$ cat config.mk
export PLATFORM = sky130hd
export DESIGN_NAME = pipe_stage_buf
export DESIGN_NICKNAME = d
export VERILOG_FILES = /design/src/rtl/pipe_stage_buf.sv
export SDC_FILE = /design/constraint.sdc
export NUM_CORES = 1
export LEC_CHECK = 0
export ABC_AREA = 1
export ABC_CLOCK_PERIOD_IN_PS = 1700
export BUFFER_PORTS_ARGS = -buffer_cell sky130_fd_sc_hd__buf_2
export CELL_PAD_IN_SITES_DETAIL_PLACEMENT = 1
export CELL_PAD_IN_SITES_GLOBAL_PLACEMENT = 1
export CORE_ASPECT_RATIO = 0.7
export CORE_MARGIN = 4
export CORE_UTILIZATION = 33
export DETAILED_ROUTE_END_ITERATION = 8
export PLACE_DENSITY_LB_ADDON = 0.1
export SLEW_MARGIN = 20
export SYNTH_ARGS = -nofsm -noshare
export SYNTH_HDL_FRONTEND = slang
export SYNTH_SLANG_ARGS = --single-unit
$ cat constraint.sdc
create_clock -name clk -period 1.7 [get_ports clk]
set_clock_uncertainty 0.15 [all_clocks]
set_input_delay 0.085 -clock clk [delete_from_list [all_inputs] [get_ports clk]]
set_output_delay 0.085 -clock clk [all_outputs]
set_load 0.02 [all_outputs]
$ cat src/rtl/pipe_stage_buf.sv
`default_nettype none
// ============================================================================
// Module   : pipe_stage_buf
// Purpose  : Pipeline stage register with valid/ready, 2-entry skid buffer,
//            synchronous flush and occupancy output. Optional stall counter
//            built when PIPE_STAGE_BUF_STALL_CNT_EN is defined.
// Revision : 1.0 - initial release
// ============================================================================
module pipe_stage_buf #(
  parameter int                DATA_W    = 32,
  parameter logic [DATA_W-1:0] RESET_VAL = '0,
  parameter int                CNT_W     = 11
) (
  input  logic              clk,
  input  logic              rst_n,
  input  logic              flush,
  input  logic              in_valid,
  output logic              in_ready,
  input  logic [DATA_W-1:0] in_data,
  output logic              out_valid,
  input  logic              out_ready,
  output logic [DATA_W-1:0] out_data,
  output logic [1:0]        occ,
  output logic [CNT_W-1:0]  stall_cnt
);

  localparam logic [1:0] S_EMPTY = 2'd0;
  localparam logic [1:0] S_ONE   = 2'd1;
  localparam logic [1:0] S_TWO   = 2'd2;

  logic [1:0]        r_state;
  logic [1:0]        w_state_nxt;
  logic [DATA_W-1:0] r_main;
  logic [DATA_W-1:0] r_skid;
  logic              w_push;
  logic              w_pop;

  assign w_push = in_valid & in_ready;
  assign w_pop  = out_valid & out_ready;

  // State register
  always_ff @(posedge clk) begin
    if (!rst_n) begin
      r_state <= S_EMPTY;
    end else begin
      r_state <= w_state_nxt;
    end
  end

  // Next-state logic; flush overrides any transfer in the same cycle
  always_comb begin
    w_state_nxt = r_state;
    if (flush) begin
      w_state_nxt = S_EMPTY;
    end else begin
      case (r_state)
        S_EMPTY: if (w_push) w_state_nxt = S_ONE;
        S_ONE: begin
          if (w_push && !w_pop)      w_state_nxt = S_TWO;
          else if (!w_push && w_pop) w_state_nxt = S_EMPTY;
        end
        S_TWO:   if (w_pop) w_state_nxt = S_ONE;
        default: w_state_nxt = S_EMPTY;
      endcase
    end
  end

  // Payload storage: M is always the head, S only holds the second entry
  always_ff @(posedge clk) begin
    if (!rst_n || flush) begin
      r_main <= RESET_VAL;
      r_skid <= RESET_VAL;
    end else begin
      case (r_state)
        S_EMPTY: if (w_push) r_main <= in_data;
        S_ONE: begin
          if (w_push && w_pop)  r_main <= in_data;
          if (w_push && !w_pop) r_skid <= in_data;
        end
        S_TWO:   if (w_pop) r_main <= r_skid;
        default: ;
      endcase
    end
  end

  // Outputs depend on registered state only
  always_comb begin
    in_ready  = (r_state != S_TWO);
    out_valid = (r_state != S_EMPTY);
    out_data  = out_valid ? r_main : RESET_VAL;
    occ       = r_state;
  end

`ifdef PIPE_STAGE_BUF_STALL_CNT_EN
  logic [CNT_W-1:0] r_stall_cnt;

  // Saturating; flush deliberately leaves it untouched
  always_ff @(posedge clk) begin
    if (!rst_n) begin
      r_stall_cnt <= '0;
    end else if (out_valid && !out_ready && (r_stall_cnt != {CNT_W{1'b1}})) begin
      r_stall_cnt <= r_stall_cnt + 1'b1;
    end
  end

  assign stall_cnt = r_stall_cnt;
`else
  assign stall_cnt = '0;
`endif

endmodule
`default_nettype wire

== After elaboration in Yosys (flattened, before gate mapping) ==
Cells that the tools add are included.

* Bits in registers: 66
* Output and inout port bits: 47
* Logic and storage cells: 37

* Eq/ne operators: 7
* Mux-type cells: 10
* Bitwise logic cells: 3
* Reductions and logical operators: 14

{| class="wikitable"
|+ Operator list
! operator !! number
|-
| $mux 32 || 4
|-
| $pmux 32 s3 || 1
|-
| $mux 2 || 4
|-
| $ne 2x2->1 const B || 4
|-
| $pmux 2 s3 || 1
|-
| $reduce_and 4->1 || 1
|-
| $logic_and 1x1->1 || 3
|-
| $logic_not 1->1 || 3
|-
| $ne 3x3->1 const B || 1
|-
| $reduce_and 3->1 || 1
|-
| $reduce_bool 3->1 || 1
|-
| $and 1x1->1 || 2
|-
| $eq 2x1->1 const B || 1
|-
| $eq 2x2->1 const B || 1
|-
| $logic_not 2->1 || 1
|-
| $reduce_and 2->1 || 1
|-
| $reduce_bool 2->1 || 1
|-
| $reduce_or 2->1 || 1
|-
| $logic_or 1x1->1 || 1
|-
| $not 1->1 || 1
|}

== Longest topological paths before layout ==
Gate-level depths: netlist of run 1.

* Depth in word-level cells: 7
* Depth in mapped cells: 11
* Depth with buffers taken out: 9

== Worst setup path before layout of run 1 ==
No wires, ideal clock.

* Path type: register to register
* Start point: reg r_state[0] (netlist: occ[0])
* End point: reg r_skid[21]
* Arrival time: 1532 ps
* Required time: 1422 ps
* Path slack: -110 ps
* Cell stages (with the launch flop): 9
* Path buffers: 2
* Cells stage by stage: dfxtp_1 buf_4 nor2_4 nor2_1 inv_1 ha_1 nand3_2 buf_1 a21oi_1

* Cells in the longest elaborated chain, start to end: 5

{| class="wikitable"
|+ Ends and longest elaborated chain
! what !! RTL line !! text
|-
| from (decl) || 31 || <nowiki>logic [1:0] r_state;</nowiki>
|-
| from (signal assigned) || 46 || <nowiki>r_state <= w_state_nxt;</nowiki>
|-
| $reduce_bool 2->1 || 89 || <nowiki>out_valid = (r_state != S_EMPTY);</nowiki>
|-
| $and 1x1->1 || 39 || <nowiki>assign w_pop = out_valid & out_ready;</nowiki>
|-
| $logic_not 1->1 || 78 || <nowiki>if (w_push && !w_pop) r_skid <= in_data;</nowiki>
|-
| $logic_and 1x1->1 || 78 ||
|-
| $reduce_and 2->1 (no source line) (*) || n/a ||
|-
| to (signal assigned) || 78 ||
|-
| to (decl) || 34 || <nowiki>logic [DATA_W-1:0] r_skid;</nowiki>
|}

Mark *: on every way between the ends. The rest lies on a longest branch, timed or not.
A chain may end at the register's enable or synchronous reset.

== Worst setup path in the final report of run 1 ==
* Start point: reg r_state[0] (netlist: occ[0])
* End point: reg r_main[18]

* Cells in the longest elaborated chain, start to end: 5

{| class="wikitable"
|+ Ends and longest elaborated chain
! what !! RTL line !! text
|-
| $ne 2x2->1 or $reduce_bool 2->1 (tied branches) || 88, 89 ||
|-
| $and 1x1->1 (on tied branches) || 38, 39 ||
|-
| $logic_and 1x1->1 || 77 || <nowiki>if (w_push && w_pop) r_main <= in_data;</nowiki>
|-
| $ne 2x2->1 (no source line) || n/a ||
|-
| $reduce_and 4->1 (no source line) || n/a ||
|-
| to (signal assigned) || 75 || <nowiki>S_EMPTY: if (w_push) r_main <= in_data;</nowiki>
|-
| to (signal assigned) || 77 ||
|-
| to (signal assigned) || 80 || <nowiki>S_TWO: if (w_pop) r_main <= r_skid;</nowiki>
|-
| to (decl) || 33 || <nowiki>logic [DATA_W-1:0] r_main;</nowiki>
|}

Several ways; a longest one is shown, not always the timed one.

==> reports/qor.log, run 1 <==
[setup_path] arrival time of data at the critical path endpoint 1.85 ns
[yosys] number of synthesized flops with an enable pin 0
[global_routing] number of global-route vias before repair 3354
[placement] instance area after placement 3654 µm²
[detailed_routing] drt first-iter violations 118
[cts] post-CTS clock slew at the launch and capture registers of the worst setup and hold paths 0.05 ns
[floorplan] die outline area 11310 µm²
[yosys] top flip-flop cell by instance count after synthesis sky130_fd_sc_hd__dfxtp_1
[setup_path] register-to-register path setup slack -0.07 ns
[yosys] proportion of synthesized flip-flops having asynchronous set or reset 0%
[sta] Fin. Hold Viols 0
[placement] number of buffers inserted by port buffering 72
[cts] TritonCTS clock tree yes
[sta] min setup slack post-route -0.06992 ns
[outcome] status complete, but fails checks
[detailed_routing] number of vias per cell after detailed routing 4.533
[cts] Clock Sink Count 66
[sta] fin crit share 104.1%
[setup_path] kind of capture point of the worst setup path flop
[yosys] cell area after synthesis 3184 µm²
[cts] clock latency reported for the late side of the worst-skew pair 0.34 ns
[global_routing] wire length of the first global-routing pass 15.28 mm
[sta] count of final max-slew check failures 0
[floorplan] Chip Width 125.4 µm
[setup_path] worst flop-to-flop path endpoint r_main[18]
[worst_hold_path] terminating pin of the worst hold path occ[0]
[finish] fraction of the core area covered by cells at the end of the flow 50.37%
[setup_path] startpoint types flop
[yosys] post-synthesis sequential area ratio 41.49%
[finish] number of nets in the layout 631
[job] count of maximum capacitance violations 0
[yosys] Commonest cells post-synth sky130_fd_sc_hd__nand2_1 (99), sky130_fd_sc_hd__nor2_1 (99), sky130_fd_sc_hd__inv_1 (70)
[yosys] Seq cells post-synth 66
[floorplan] total I/O pin count 84
[global_routing] Remaining Overflow, GRT 0
[power] power density cells 917.7 nW/µm²
[floorplan] initial standard-cell utilization of the core 34.55%
[detailed_routing] Initial DRT Pass Iterations 4
[setup_path] startpoint-to-endpoint class of the critical path reg2reg
[finish] final instance area 4642 µm²
[yosys] top cells by area, synth sky130_fd_sc_hd__dfxtp_1 (41%), sky130_fd_sc_hd__nand2_1 (12%), sky130_fd_sc_hd__nor2_1 (12%)
[cts] number of buffers created by CTS 9
[global_routing] initial antenna violation count 0
[global_routing] maximum number of pins on one net before global-route repair 67
[finish] # diodes 0
[setup_path] FF-to-FF Start occ[0]
[detailed_routing] average wire per cell in the routed design 13.79 µm
[power] worst vdd ir 583.2 µV
[finish] Layout Cells excl Fill 721
[yosys] post-synth cell types 24
[setup_path] number of cells on the worst reg-to-reg path 9
[placement] half-perimeter wire length after detailed placement 5.886 mm
[sta] Highest Clock Rate 0.5650 GHz
[placement] Final Wtd Congestion 0.6815
[worst_hold_path] Worst Hold Depth 5
[sta] clock period minus worst slack 1.770 ns
[cts] root buffer selected by CTS sky130_fd_sc_hd__clkbuf_16
[finish] share of final-layout standard cells stronger than drive strength 1 25.29%
[power] Leakage 2.092 nW
[detailed_routing] DRC errors left 0
[floorplan] area of the core region 9216 µm²
[yosys] count of warnings emitted by yosys 0
[worst_hold_path] source of the worst hold timing path in_valid
[sta] Sum Neg Setup Slack -0.5888 ns
[detailed_routing] routed wire length 9.942 mm
[sta] RSZ-0062 raised after global routing yes
[yosys] share of the synthesized area in the top cell type 41.49%
[setup_path] WP data required 1.78 ns
[placement] Setup WS pre-CTS 0.01598 ns
[placement] placed instance count 663
[detailed_routing] vias 3268
[floorplan] overall die height 90.19 µm
[detailed_routing] Final ANT Viol Nets 0
[outcome] violations in the final reports negative setup slack
[worst_hold_path] path type of the worst min-delay path in2reg
[cts] total number of H-tree levels 3
[finish] post-synthesis to final-layout area growth 45.78%
[floorplan] # rows 29
[global_routing] Tot GR Track Use 16.48%
[yosys] count of mapped cells out of synthesis 485
[power] final total power 4.260 mW
[cts] maximum clock path buffer count 2
[sta] final number of setup-violating endpoints 28
[setup_path] largest fanout on the critical path 8
[yosys] top cell type by total area after synthesis sky130_fd_sc_hd__dfxtp_1
[sta] Fin Hold WS 0.1079 ns
[yosys] average instance area after synthesis 6.566 µm²
-- logic make-up (layout without fill, tap and decap cells) --
group	Yosys count	count (layout)	share of synthesized area, %
simple gates	205	206	25.27
flops	66	66	41.49
buf+inv	112	213	16.62
compound gates	99	99	15.72
other cells	1	11	0.1178
fa+ha+maj	2	2	0.7857
-- repair_timing --
action	in CTS	in global routing
buffers inserted	0	3
pin swaps	0	11
gates resized for setup	8	50
gates cloned	0	7
hold buffers	32	0
endpoints found under the hold margin	54	0
endpoints found under the setup margin	24	70
-- flip-flops by register name, indices dropped and copies added (netlist names) --
name,flops
occ,2
r_main,32
r_skid,32
-- placed cells by master, fill, tap and decap left out --
master / Yosys / routed
sky130_fd_sc_hd__ha_2: 0 / 2
sky130_fd_sc_hd__buf_2: 4 / 70
sky130_fd_sc_hd__buf_8: 0 / 1
sky130_fd_sc_hd__buf_4: 21 / 7
sky130_fd_sc_hd__nor2_4: 1 / 4
sky130_fd_sc_hd__a21boi_0: 1 / 1
sky130_fd_sc_hd__a21oi_1: 33 / 32
sky130_fd_sc_hd__clkbuf_1: 9 / 2
sky130_fd_sc_hd__conb_1: 1 / 11
sky130_fd_sc_hd__nand2_1: 99 / 82
sky130_fd_sc_hd__dfxtp_1: 66 / 64
sky130_fd_sc_hd__clkbuf_16: 0 / 14
sky130_fd_sc_hd__buf_6: 3 / 4
sky130_fd_sc_hd__nor2_1: 99 / 85
sky130_fd_sc_hd__dlygate4sd3_1: 0 / 32
sky130_fd_sc_hd__bufinv_16: 0 / 1
sky130_fd_sc_hd__inv_2: 1 / 1
sky130_fd_sc_hd__o21ai_1: 36 / 38
sky130_fd_sc_hd__inv_1: 70 / 69
sky130_fd_sc_hd__nor2_2: 0 / 11
sky130_fd_sc_hd__nand2_2: 1 / 13
sky130_fd_sc_hd__o21a_1: 1 / 1
sky130_fd_sc_hd__nand3_1: 2 / 2
sky130_fd_sc_hd__clkbuf_8: 0 / 4
sky130_fd_sc_hd__nand3_4: 1 / 2
sky130_fd_sc_hd__nand3_2: 1 / 1
sky130_fd_sc_hd__o21ai_0: 28 / 26
sky130_fd_sc_hd__inv_4: 0 / 1
sky130_fd_sc_hd__nand2_4: 0 / 5
sky130_fd_sc_hd__buf_12: 0 / 7
sky130_fd_sc_hd__nand4_1: 1 / 1
sky130_fd_sc_hd__dfxtp_4: 0 / 2
sky130_fd_sc_hd__a21oi_4: 0 / 1
-- worst max path at each step --
stage | from | to | slack [ns] | depth (start not counted)
after floorplan | occ[0] | r_skid[10] | 0.002 | 9
after global placement | occ[1] | r_main[26] | 0.11 | 9
after detailed placement | occ[0] | r_skid[29] | 0.02 | 7
after CTS | occ[0] | r_main[0] | 0.02 | 10
after global routing | occ[0] | r_main[18] | -0.15 | 9
final | occ[0] | r_main[18] | -0.07 | 9
-- critical path: stages (launching register included) --
cell and delay [ns]:
sky130_fd_sc_hd__dfxtp_4 0.38, sky130_fd_sc_hd__inv_4 0.05, sky130_fd_sc_hd__a21oi_4 0.15, sky130_fd_sc_hd__ha_2 0.19, sky130_fd_sc_hd__nand2_2 0.06, sky130_fd_sc_hd__nand2_4 0.10
sky130_fd_sc_hd__nand3_4 0.17, sky130_fd_sc_hd__clkbuf_16 0.23, sky130_fd_sc_hd__nor2_1 0.12, sky130_fd_sc_hd__nor2_1 0.07
-- power by group --
group	switching (mW)	internal [mW]
Clock	0.675	1.30
Combinational	0.375	0.296
Sequential	0.0159	1.60
-- metal layers --
layer / vias to the layer above / share of wire [%] / GRT usage (%)
li1: 1666 / - / -
met1: 1526 / 46 / 19.65
met2: 61 / 48 / 28.58
met3: 15 / 3.9 / 4.502
met4: 0 / 1.7 / 5.686
met5: - / 0 / 0
-- layout make-up --
| class | instances | area, µm² |
|---|---|---|
| flip-flops and latches | 66 | 1329 |
| repair buffers | 126 | 1049 |
| fillers | 1174 | 4574 |
| clock buffers | 15 | 287.8 |
| multi-input cells | 318 | 1523 |
| well taps | 124 | 155.1 |
| inverters | 71 | 269.0 |
| clock inverters | 1 | 30.03 |
Power figures use the tool's default switching activity.
==> run 2, diff against run 1 <==
--- a/config.mk
+++ b/config.mk
@@ -10,7 +10,7 @@
 export BUFFER_PORTS_ARGS = -buffer_cell sky130_fd_sc_hd__buf_2
 export CELL_PAD_IN_SITES_DETAIL_PLACEMENT = 1
 export CELL_PAD_IN_SITES_GLOBAL_PLACEMENT = 1
-export CORE_ASPECT_RATIO = 0.7
+export CORE_ASPECT_RATIO = 1.4
 export CORE_MARGIN = 4
 export CORE_UTILIZATION = 33
 export DETAILED_ROUTE_END_ITERATION = 8
==> run 2 against run 1 <==
  * The run still ends with negative setup slack left
  * Critical path depth did not move
  * Flip-flop and latch count did not move
  * Power fell by 0.70%
  * Worst hold slack improved by 0.017 ns
  * Routed wire length rose by 2.9%
  * Die area barely moved
  * Final area rose by 2.1%
  * Count of clock-buffer cells in the layout fell by 2
==> reports/qor.log, run 2 (same netlist as run 1, synthesis figures left out) <==
[global_routing] Remaining Overflow, GRT 0
[setup_path] startpoint types flop
[finish] # diodes 0
[floorplan] area of the core region 9459 µm²
[detailed_routing] vias 3302
[sta] Highest Clock Rate 0.5589 GHz
[finish] Multi-input gate area 1625 µm²
[cts] Clock Sink Count 66
[finish] fraction of the core area covered by cells at the end of the flow 50.12%
[placement] Setup WS pre-CTS 0.01913 ns
[finish] area taken by flip-flops and latches 1329 µm²
[sta] Fin Hold WS 0.1251 ns
[global_routing] initial antenna violation count 0
[sta] fin crit share 105.2%
[placement] half-perimeter wire length after detailed placement 5.643 mm
[cts] number of buffers created by CTS 9
[global_routing] Tot GR Track Use 16.42%
[detailed_routing] drt first-iter violations 90
[worst_hold_path] source of the worst hold timing path flush
[setup_path] worst path buffer plus inverter count 2
[setup_path] dominant cell type by count on the critical path sky130_fd_sc_hd__nor2_1
[power] power density cells 892.3 nW/µm²
[floorplan] total I/O pin count 84
[power] worst vdd ir 612.8 µV
[cts] root buffer selected by CTS sky130_fd_sc_hd__clkbuf_16
[setup_path] FF-to-FF Start occ[0]
[finish] most common cell after layout, fill and taps aside sky130_fd_sc_hd__nor2_1
[detailed_routing] routed wire length 10.23 mm
[detailed_routing] Final ANT Viol Nets 0
[worst_hold_path] path type of the worst min-delay path in2reg
[setup_path] Max stage delay cell, worst path sky130_fd_sc_hd__dfxtp_4
[setup_path] CP top delay family simple AND/OR/NAND/NOR gates
[global_routing] global routing's busiest layer met2
[placement] Final Wtd Congestion 0.7031
[floorplan] initial standard-cell utilization of the core 33.66%
[power] Leakage 2.118 nW
[cts] maximum clock path buffer count 2
[detailed_routing] DRC errors left 0
[sta] count of final max-slew check failures 0
[finish] Layout Cells excl Fill 707
[sta] clock period minus worst slack 1.789 ns
[finish] fill cell total of the finished layout 1208
[placement] placed instance count 648
[worst_hold_path] terminating pin of the worst hold path r_main[3]
[setup_path] register-to-register path setup slack -0.09 ns
[setup_path] arrival time of data at the critical path endpoint 1.86 ns
[floorplan] # rows 42
[detailed_routing] average wire per cell in the routed design 14.47 µm
[setup_path] startpoint-to-endpoint class of the critical path reg2reg
[worst_hold_path] Worst Hold Depth 5
[finish] leading cell types in the layout, fill and taps excluded sky130_fd_sc_hd__nor2_1 (84), sky130_fd_sc_hd__buf_2 (72), sky130_fd_sc_hd__inv_1 (69)
[detailed_routing] number of vias per cell after detailed routing 4.670
[sta] RSZ-0062 raised after global routing yes
[sta] min setup slack post-route -0.08921 ns
[cts] TritonCTS clock tree yes
[global_routing] wire length of the first global-routing pass 15.06 mm
[setup_path] number of cells on the worst reg-to-reg path 9
[job] count of maximum capacitance violations 0
[finish] number of nets in the layout 632
[cts] post-CTS clock slew at the launch and capture registers of the worst setup and hold paths 0.05 ns
[global_routing] maximum number of pins on one net before global-route repair 67
[floorplan] overall die height 124.2 µm
[cts] total number of H-tree levels 3
[setup_path] series of cell instances along the critical path inv_4 > a21oi_4 > ha_2 > nand2_2 > nand2_4 > nand3_4 > clkbuf_16 > nor2_1 > nor2_1
[global_routing] number of global-route vias before repair 3174
[setup_path] worst flop-to-flop path endpoint r_main[3]
[finish] post-synthesis to final-layout area growth 48.88%
[setup_path] largest fanout on the critical path 13
[setup_path] WP data required 1.77 ns
[sta] final number of setup-violating endpoints 28
[cts] clock latency reported for the late side of the worst-skew pair 0.33 ns
[setup_path] kind of capture point of the worst setup path flop
[floorplan] Chip Width 91.02 µm
[detailed_routing] Initial DRT Pass Iterations 4
[sta] Fin. Hold Viols 0
[setup_path] Critical Path Max Stage Delay 0.38 ns
[outcome] violations in the final reports negative setup slack
[placement] number of buffers inserted by port buffering 72
[outcome] status complete, but fails checks
[power] final total power 4.230 mW
[floorplan] die outline area 11310 µm²
[global_routing] global-route met3 utilization 2.663%
[global_routing] met1 Resource Use GR 19.28%
[global_routing] global routing met2 resource utilization 28.66%
[finish] share of final-layout standard cells stronger than drive strength 1 28.98%
-- run 2: final cells by class --
class / instances / area share (%)
sequential: 66 / 28.03
clock inverter: 2 / 0.7390
tap: 110 / 2.903
clock buffer: 13 / 5.701
timing repair buffer: 127 / 22.67
multi-input combinational: 318 / 34.28
inverter: 71 / 5.674
-- run 2: layer usage --
| layer | vias to the layer above | wire length, µm | share of wire (%) |
|---|---|---|---|
| met1 | 1561 | 4287 | 42 |
| li1 | 1676 | - | - |
| met3 | 8 | 306 | 3.0 |
| met2 | 57 | 5480 | 54 |
| met5 | - | 0 | 0 |
| met4 | 0 | 153 | 1.5 |
-- run 2: worst max path at each step --
stage               startpoint          to  slack (ns)  cells past startpoint
finish                  occ[0]   r_main[3]       -0.09                      9
global route            occ[0]   r_main[3]       -0.16                      9
CTS                     occ[0]   r_main[6]        0.02                     10
detailed placement      occ[0]   r_main[8]        0.02                     10
global placement        occ[0]  r_skid[28]        0.10                      7
floorplan               occ[0]  r_skid[10]       0.002                      9
-- run 2: what timing repair did --
action | CTS | global route
endpoints found under the setup margin | 4 | 63
hold endpoints to repair | 58 | 0
hold buffers | 32 | 0
setup buffers | 0 | 4
cloned | 0 | 8
pin swaps | 0 | 14
gates resized for setup | 2 | 89
-- run 2: worst min-delay path, delay by kind of cell --
family | cells | cell delay [ns]
and+or+nand+nor | 3 | 0.17
buffers and inverters | 2 | 0.28
-- run 2: stage by stage --
stage / TNS [ns] / cell area [µm²]
after floorplan: 0 / 3234
after global placement: 0 / 3654
after detailed placement: 0 / 3654
after CTS: 0 / 4284
after global routing: -4.575 / 4741
final: -1.075 / 4741
-- run 2: where the power goes --
| group | leakage (nW) | switching [mW] | internal [mW] |
|---|---|---|---|
| combinational | 1.43 | 0.398 | 0.314 |
| sequential | 0.538 | 0.0162 | 1.60 |
| clock | 0.152 | 0.656 | 1.24 |
